[src/rtl/sha_msg_scheduler.sv]
// SHA-256 message scheduler: loads one 512-bit block, then streams W0..W(ROUNDS-1)
// over a valid/ready handshake while maintaining the 16-word sliding window.
module sha_msg_scheduler #(
  parameter int ROUNDS = 64
) (
  input  logic         i_clk,
  input  logic         i_rst,
  input  logic         i_blk_valid,
  output logic         o_blk_ready,
  input  logic [511:0] i_blk,
  output logic         o_wt_valid,
  input  logic         i_wt_ready,
  output logic [31:0]  o_wt,
  output logic [5:0]   o_t,
  output logic         o_last,
  output logic [511:0] o_words,
  output logic         o_busy
);

  typedef enum logic {IDLE, RUN} state_t;

  localparam logic [5:0] LAST_T = 6'(ROUNDS - 1);

  state_t       state;
  state_t       next_state;
  logic [511:0] window;
  logic [5:0]   t;
  logic         load;
  logic         xfer;
  logic         at_last;
  logic [31:0]  new_word;

  function automatic logic [31:0] sigma0(input logic [31:0] x);
    return {x[6:0], x[31:7]} ^ {x[17:0], x[31:18]} ^ {3'b000, x[31:3]};
  endfunction

  function automatic logic [31:0] sigma1(input logic [31:0] x);
    return {x[16:0], x[31:17]} ^ {x[18:0], x[31:19]} ^ {10'b0, x[31:10]};
  endfunction

  assign load    = (state == IDLE) && i_blk_valid;
  assign xfer    = (state == RUN) && i_wt_ready;
  assign at_last = (t == LAST_T);

  // Slot 1 = W[t-2], slot 6 = W[t-7], slot 14 = W[t-15], slot 15 = W[t-16] relative to the new word.
  assign new_word = sigma1(window[63:32]) + window[223:192]
                  + sigma0(window[479:448]) + window[511:480];

  always_ff @(posedge i_clk) begin
    if (i_rst) begin
      state <= IDLE;
    end else begin
      state <= next_state;
    end
  end

  always_comb begin
    next_state = state;
    case (state)
      IDLE:    if (i_blk_valid) next_state = RUN;
      RUN:     if (i_wt_ready && at_last) next_state = IDLE;
      default: next_state = IDLE;
    endcase
  end

  always_comb begin
    o_blk_ready = 1'b0;
    o_wt_valid  = 1'b0;
    o_busy      = 1'b0;
    o_last      = 1'b0;
    case (state)
      IDLE: o_blk_ready = 1'b1;
      RUN: begin
        o_wt_valid = 1'b1;
        o_busy     = 1'b1;
        o_last     = at_last;
      end
      default: o_blk_ready = 1'b0;
    endcase
  end

  // The window keeps its shifted contents after the final transfer; t wraps to 0 so it never exceeds ROUNDS-1.
  always_ff @(posedge i_clk) begin
    if (i_rst) begin
      window <= '0;
      t      <= '0;
    end else if (load) begin
      window <= i_blk;
      t      <= '0;
    end else if (xfer) begin
      window <= {window[479:0], new_word};
      t      <= at_last ? 6'd0 : t + 6'd1;
    end
  end

  assign o_wt    = window[511:480];
  assign o_t     = t;
  assign o_words = window;

endmodule

[config.mk]
export PLATFORM = sky130hd
export DESIGN_NAME = sha_msg_scheduler
export DESIGN_NICKNAME = d
export VERILOG_FILES = /design/src/rtl/sha_msg_scheduler.sv
export SDC_FILE = /design/constraint.sdc
export NUM_CORES = 2
export LEC_CHECK = 0
export ABC_CLOCK_PERIOD_IN_PS = 11300
export BUFFER_PORTS_ARGS = -buffer_cell sky130_fd_sc_hd__buf_2
export CELL_PAD_IN_SITES_DETAIL_PLACEMENT = 1
export CELL_PAD_IN_SITES_GLOBAL_PLACEMENT = 1
export CORE_AREA = 3 3 411 413
export CTS_CLUSTER_DIAMETER = 150
export DETAILED_ROUTE_END_ITERATION = 7
export DIE_AREA = 0 0 414 416
export PLACE_DENSITY_LB_ADDON = 0.08
export SYNTH_ARGS = -nofsm -noshare
export SYNTH_HDL_FRONTEND = slang
export SYNTH_SLANG_ARGS = --single-unit
[constraint.sdc]
create_clock -name i_clk -period 11.3 [get_ports i_clk]
set_input_delay 1.695 -clock i_clk [delete_from_list [all_inputs] [get_ports i_clk]]
set_output_delay 1.695 -clock i_clk [all_outputs]
set_load 0.005 [all_outputs]
Word level (Yosys, flattened, before mapping). Index checks and enable logic that the tools add are counted.

$add $sub $neg: 4. Equal/unequal tests: 1. Mux-type cells: 9. Bitwise logic cells: 5. Reduce and logical (&&, ||, !) cells: 5.

Operator list (count): $mux W512 (2); $add A32 B32 Y32 (3); $xor A32 B32 Y32 (2); $xor A32 B22 Y32 (1); $xor A32 B29 Y32 (1); $add A6 B1 Y6 const B (1); $eq A6 B6 Y1 const B (1); $mux W6 (1); $mux W1 (5); $logic_and A1 B1 Y1 (3); $pmux W1 S2 (1); $reduce_bool A2 Y1 (1); $reduce_or A2 Y1 (1); $not A1 Y1 (1).

Flip-flop bits (word level): 519. Bits of input ports: 516. Output and inout bits: 554. Logic and storage cells: 27.

Logic depth before layout (Yosys ltp).
Depth in word-level cells: 7. Gate-level depth with buffers: 16. Depth with buffers taken out: 15.

Worst setup path after synthesis. Ideal clock, no wire load.

Kind: register to register. Start: register window[50] (netlist: o_words[50]). End: register window[31] (netlist: o_words[31]). Setup time: 0.136 ns. Arrival: 3.734 ns. Data required time: 11.164 ns. Slack: 7.430 ns. Stages on the path, launching flop included: 17. Path buffers: 1. Period minus slack after synthesis: 3.870 ns. Cells stage by stage: dfxtp_1 clkbuf_1 xor2_1 xnor2_1 fa_1 inv_1 fa_1 ha_1 fa_1 a211oi_2 o21ai_2 a31oi_4 o21ai_2 o21a_4 a41oi_2 xnor2_1 a211oi_2.

Cells in the longest elaborated chain, start to end: 7.

Ends and longest elaborated chain: from (decl) (RTL line 26) `logic [511:0] window;`; from (signal assigned) (RTL line 88) `window <= i_blk;`; from (signal assigned) (RTL line 91) `window <= {window[479:0], new_word};`; $xor A32 B32 Y32 (RTL line 38) `return {x[16:0], x[31:17]} ^ {x[18:0], x[31:19]} ^ {10'b0, x[31:10]};`; $xor A32 B22 Y32 * (RTL line 38); $add A32 B32 Y32 * (RTL line 46) `assign new_word = sigma1(window[63:32]) + window[223:192]`; $add A32 B32 Y32 * (2 in series) (RTL line 47) `+ sigma0(window[479:448]) + window[511:480];`; $mux W512 * (RTL line 90) `end else if (xfer) begin`; $mux W512 * (RTL line 87) `end else if (load) begin`.

Mark *: on every way between the ends. The rest lies on a longest branch, timed or not. The select of a mux whose other input is x is not followed. A chain may end at the register's enable or synchronous reset.

Worst setup path after layout.
Start: register window[57] (netlist: o_words[57]). End: register window[31] (netlist: o_words[31]).

Same word-level chain as after synthesis.

==> out/metrics.cfg <==
[cts]
cts.htree.levels = 3
post-cts-setup-buffer-count = 0
cts_resized = 0
clk_root_buffer_cell = clkbuf_16
post_cts_hold_buffer_count = 0
clk-insertion-delay-late_ns = 0.70
clock_path_buffers = 3
numClockSinks = 519
clock_transition_at_the_registers_of_the_reported_paths_ns = 0.06
cts_tree = built
tritoncts_buffer_count = 78

[setup_path]
timing.critical_path.slowest_cell_delay_ns = 0.65
r2r_setup_slack_ns = 6.88
crit_path_max_fanout = 6
arrival_ns = 4.94
timing.setup.critical_path_class = flop to flop
reg2reg_to = o_words[31]
crit_reg_reg_startpoint = o_words[57]
startpoint_type = flop
crit_path_cell_trace = xor2_1, xnor2_1, fa_1, fa_1, inv_1, ha_1, nand2_1, nor2_1, nand3_1, o21ai_2, o21a_4, a41oi_2, xnor2_1, a211oi_2
critPathRequiredTime_ns = 11.82
end_kind = flop
timing.reg2reg.worst_path_depth = 14
critical_path.slowest_cell = dfxtp_1

[grt]
busiest_layer_in_global_routing = met2
grt_start_max_net_pins = 168
globalRoute.totalOverflow = 0
via_count_of_the_first_global_routing_pass = 30340
routing_usage_on_met1_pct = 27.47
global_route.usage.met3_pct = 5.283
wire_length_of_the_first_global_routing_pass_mm = 265.8
groute.layer.met2.usage_pct = 37.69
initial_antenna_violation_count = 128
track_usage_pct = 21.94

[die]
start_util_pct = 16.17
design.die.area_um2 = 172200
die-height_um = 416
chipWidth_um = 414
placement_rows = 149
fp.coreArea_um2 = 165200
top_level_ports = 1070

[yosys]
synth_edf_count = 0
netlist_instances = 3474
async_flop_share_pct = 0
synthesis.area_per_instance_um2 = 7.687
post_synthesis_sequential_area_ratio_pct = 38.91
ys.flop_type = dfxtp_1
ys_ff_latch = 519
synth_warnings = 0
mappedNetlistNets = 4084
netlist-cell-type-count = 59
mappedNetlistArea_um2 = 26700

[sta]
post-route-period-util_pct = 39.10
finalMaxSlewViolations = 0
finalHoldViolations = 0
fin_crit_ns = 4.419
slew_headroom_pct = 25.67
tns_ns = 0
max_freq_ghz = 0.2263
worst_slew_pin_slew_ns = 1.115
finalHoldWorstSlack_ns = 0.4871
setup_violations = 0
timing.clock.skew_ns = 0.03391
rsz0062_at_grt = no

[cells_and_area]
commonest_cells_after_routing_fill_and_taps_aside = buf_2 (1068), nand2_1 (1011), nor2_1 (522)
final-seq-area_um2 = 10390
layout_commonest_cell = buf_2
design.final.nets = 4902
fillerInstances = 20040
drive_above_1_share_pct = 28.77
area_taken_by_multi_input_logic_gates_um2 = 14320
area.growth.synth_to_final_pct = 36.31

[placement]
portBuffers = 1069
place_hpwl_mm = 152.9
globalplace.congestion = 0.8293

[min_path]
worst_min_path_start = o_words[243]
min_delay_worst_endpoint = o_words[275]
hold_path_class = flop to flop
whs_path_depth = 2

[flow_run]
max_cap_violations = 0

[route]
finalWirelength_mm = 196.7
first_pass_iters = 5
drtIter0Drc = 1641
detailroute.via_count = 29250
remaining_drc_errors = 0
route.detailed.wl_per_inst_um = 29.86
antenna_left = 0
post_drt_via_cell_ratio = 4.441

[pwr]
leakagePower_nw = 16.26
peakVddDrop_mv = 0.09700
power.density_nw_per_um2 = 193.0

[outcome]
outcome = finished clean

==> cell usage after synthesis, types with 17 or more instances <==
| master | number | area (um^2) |
|---|---|---|
| fa_1 | 62 | 1241 |
| ha_1 | 32 | 400.4 |
| o22ai_1 | 17 | 106.4 |
| xor2_1 | 57 | 499.2 |
| xnor2_1 | 90 | 788.3 |
| a21oi_1 | 31 | 155.2 |
| dfxtp_1 | 519 | 10390 |
| a211oi_1 | 17 | 127.6 |
| nand2_1 | 1013 | 3802 |
| clkbuf_1 | 301 | 1130 |
| nor2_1 | 522 | 1959 |
| buf_4 | 33 | 247.7 |
| inv_1 | 123 | 461.7 |
| buf_1 | 19 | 71.32 |
| buf_2 | 21 | 105.1 |
| a311oi_1 | 491 | 4300 |
==> report_power, final <==
part	internal, W	switching, W	total [W]
Clock	0.00147	0.00106	0.00253
Sequential	0.00200	0.000293	0.00229
Combinational	0.000806	0.00140	0.00220
Total	0.00428	0.00275	0.00703
==> worst max-delay path by stage <==
stage                   end  slack, ns         from  cells past startpoint
2_1_floorplan   o_words[31]       7.43  o_words[50]                     16
3_3_place_gp    o_words[84]       6.68   i_wt_ready                      7
3_5_place_dp   o_words[115]       6.56   i_wt_ready                      7
4_1_cts         o_words[31]       6.74  o_words[57]                     14
5_1_grt         o_words[29]       6.54  o_words[56]                     14
6_report        o_words[31]       6.88  o_words[57]                     14
==> state kept, by name, summed over array words and instances (netlist names) <==
name / cells
o_words: 512
state: 1
o_t: 6
==> final cells by class <==
cell class              count  share of cell area (%)
multi-input cells        2458                   39.34
repair buffers           1112                   15.85
clock buffers             119                   6.393
diodes                     47                  0.3231
flip-flops and latches    519                   28.54
inverters                 123                   1.268
well taps                2189                   7.524
clock inverters            20                  0.7528
==> stage by stage <==
stage	util [%]	setup slack, ns	area, um^2	power, W	cells
after floorplan	-	7.430	26700	0.003484	3474
after global placement	20.39	6.684	33680	0.004592	6401
after detailed placement	20.39	6.564	33680	0.004588	6401
after CTS	21.97	6.745	36280	0.007198	6540
after global routing	21.99	6.542	36320	0.007459	6556
final	22.04	6.881	36400	0.007026	6587
==> routing by layer <==
| metal | up-vias | part of all wire, % |
|---|---|---|
| met5 | - | 0.11 |
| met1 | 14500 | 43 |
| met4 | 36 | 2.2 |
| met3 | 289 | 5.8 |
| li1 | 13560 | - |
| met2 | 872 | 48 |
==> worst max-delay path, delay by kind of cell, from the launching register on <==
family	cells	cell delay (ns)
xor+xnor	3	0.84
fa+ha+maj	3	1.46
compound gates	4	0.76
buf+inv	1	0.05
simple gates	3	0.50
flops	1	0.65
==> kinds of logic after synthesis <==
| logic type | share of synthesized area, % |
|---|---|
| simple gates | 22.64 |
| compound gates | 19.82 |
| flops | 38.91 |
| buf+inv | 7.548 |
| xor+xnor | 4.821 |
| fa+ha+maj | 6.147 |
| mux | 0.1125 |
(Power assumes the default switching activity.)
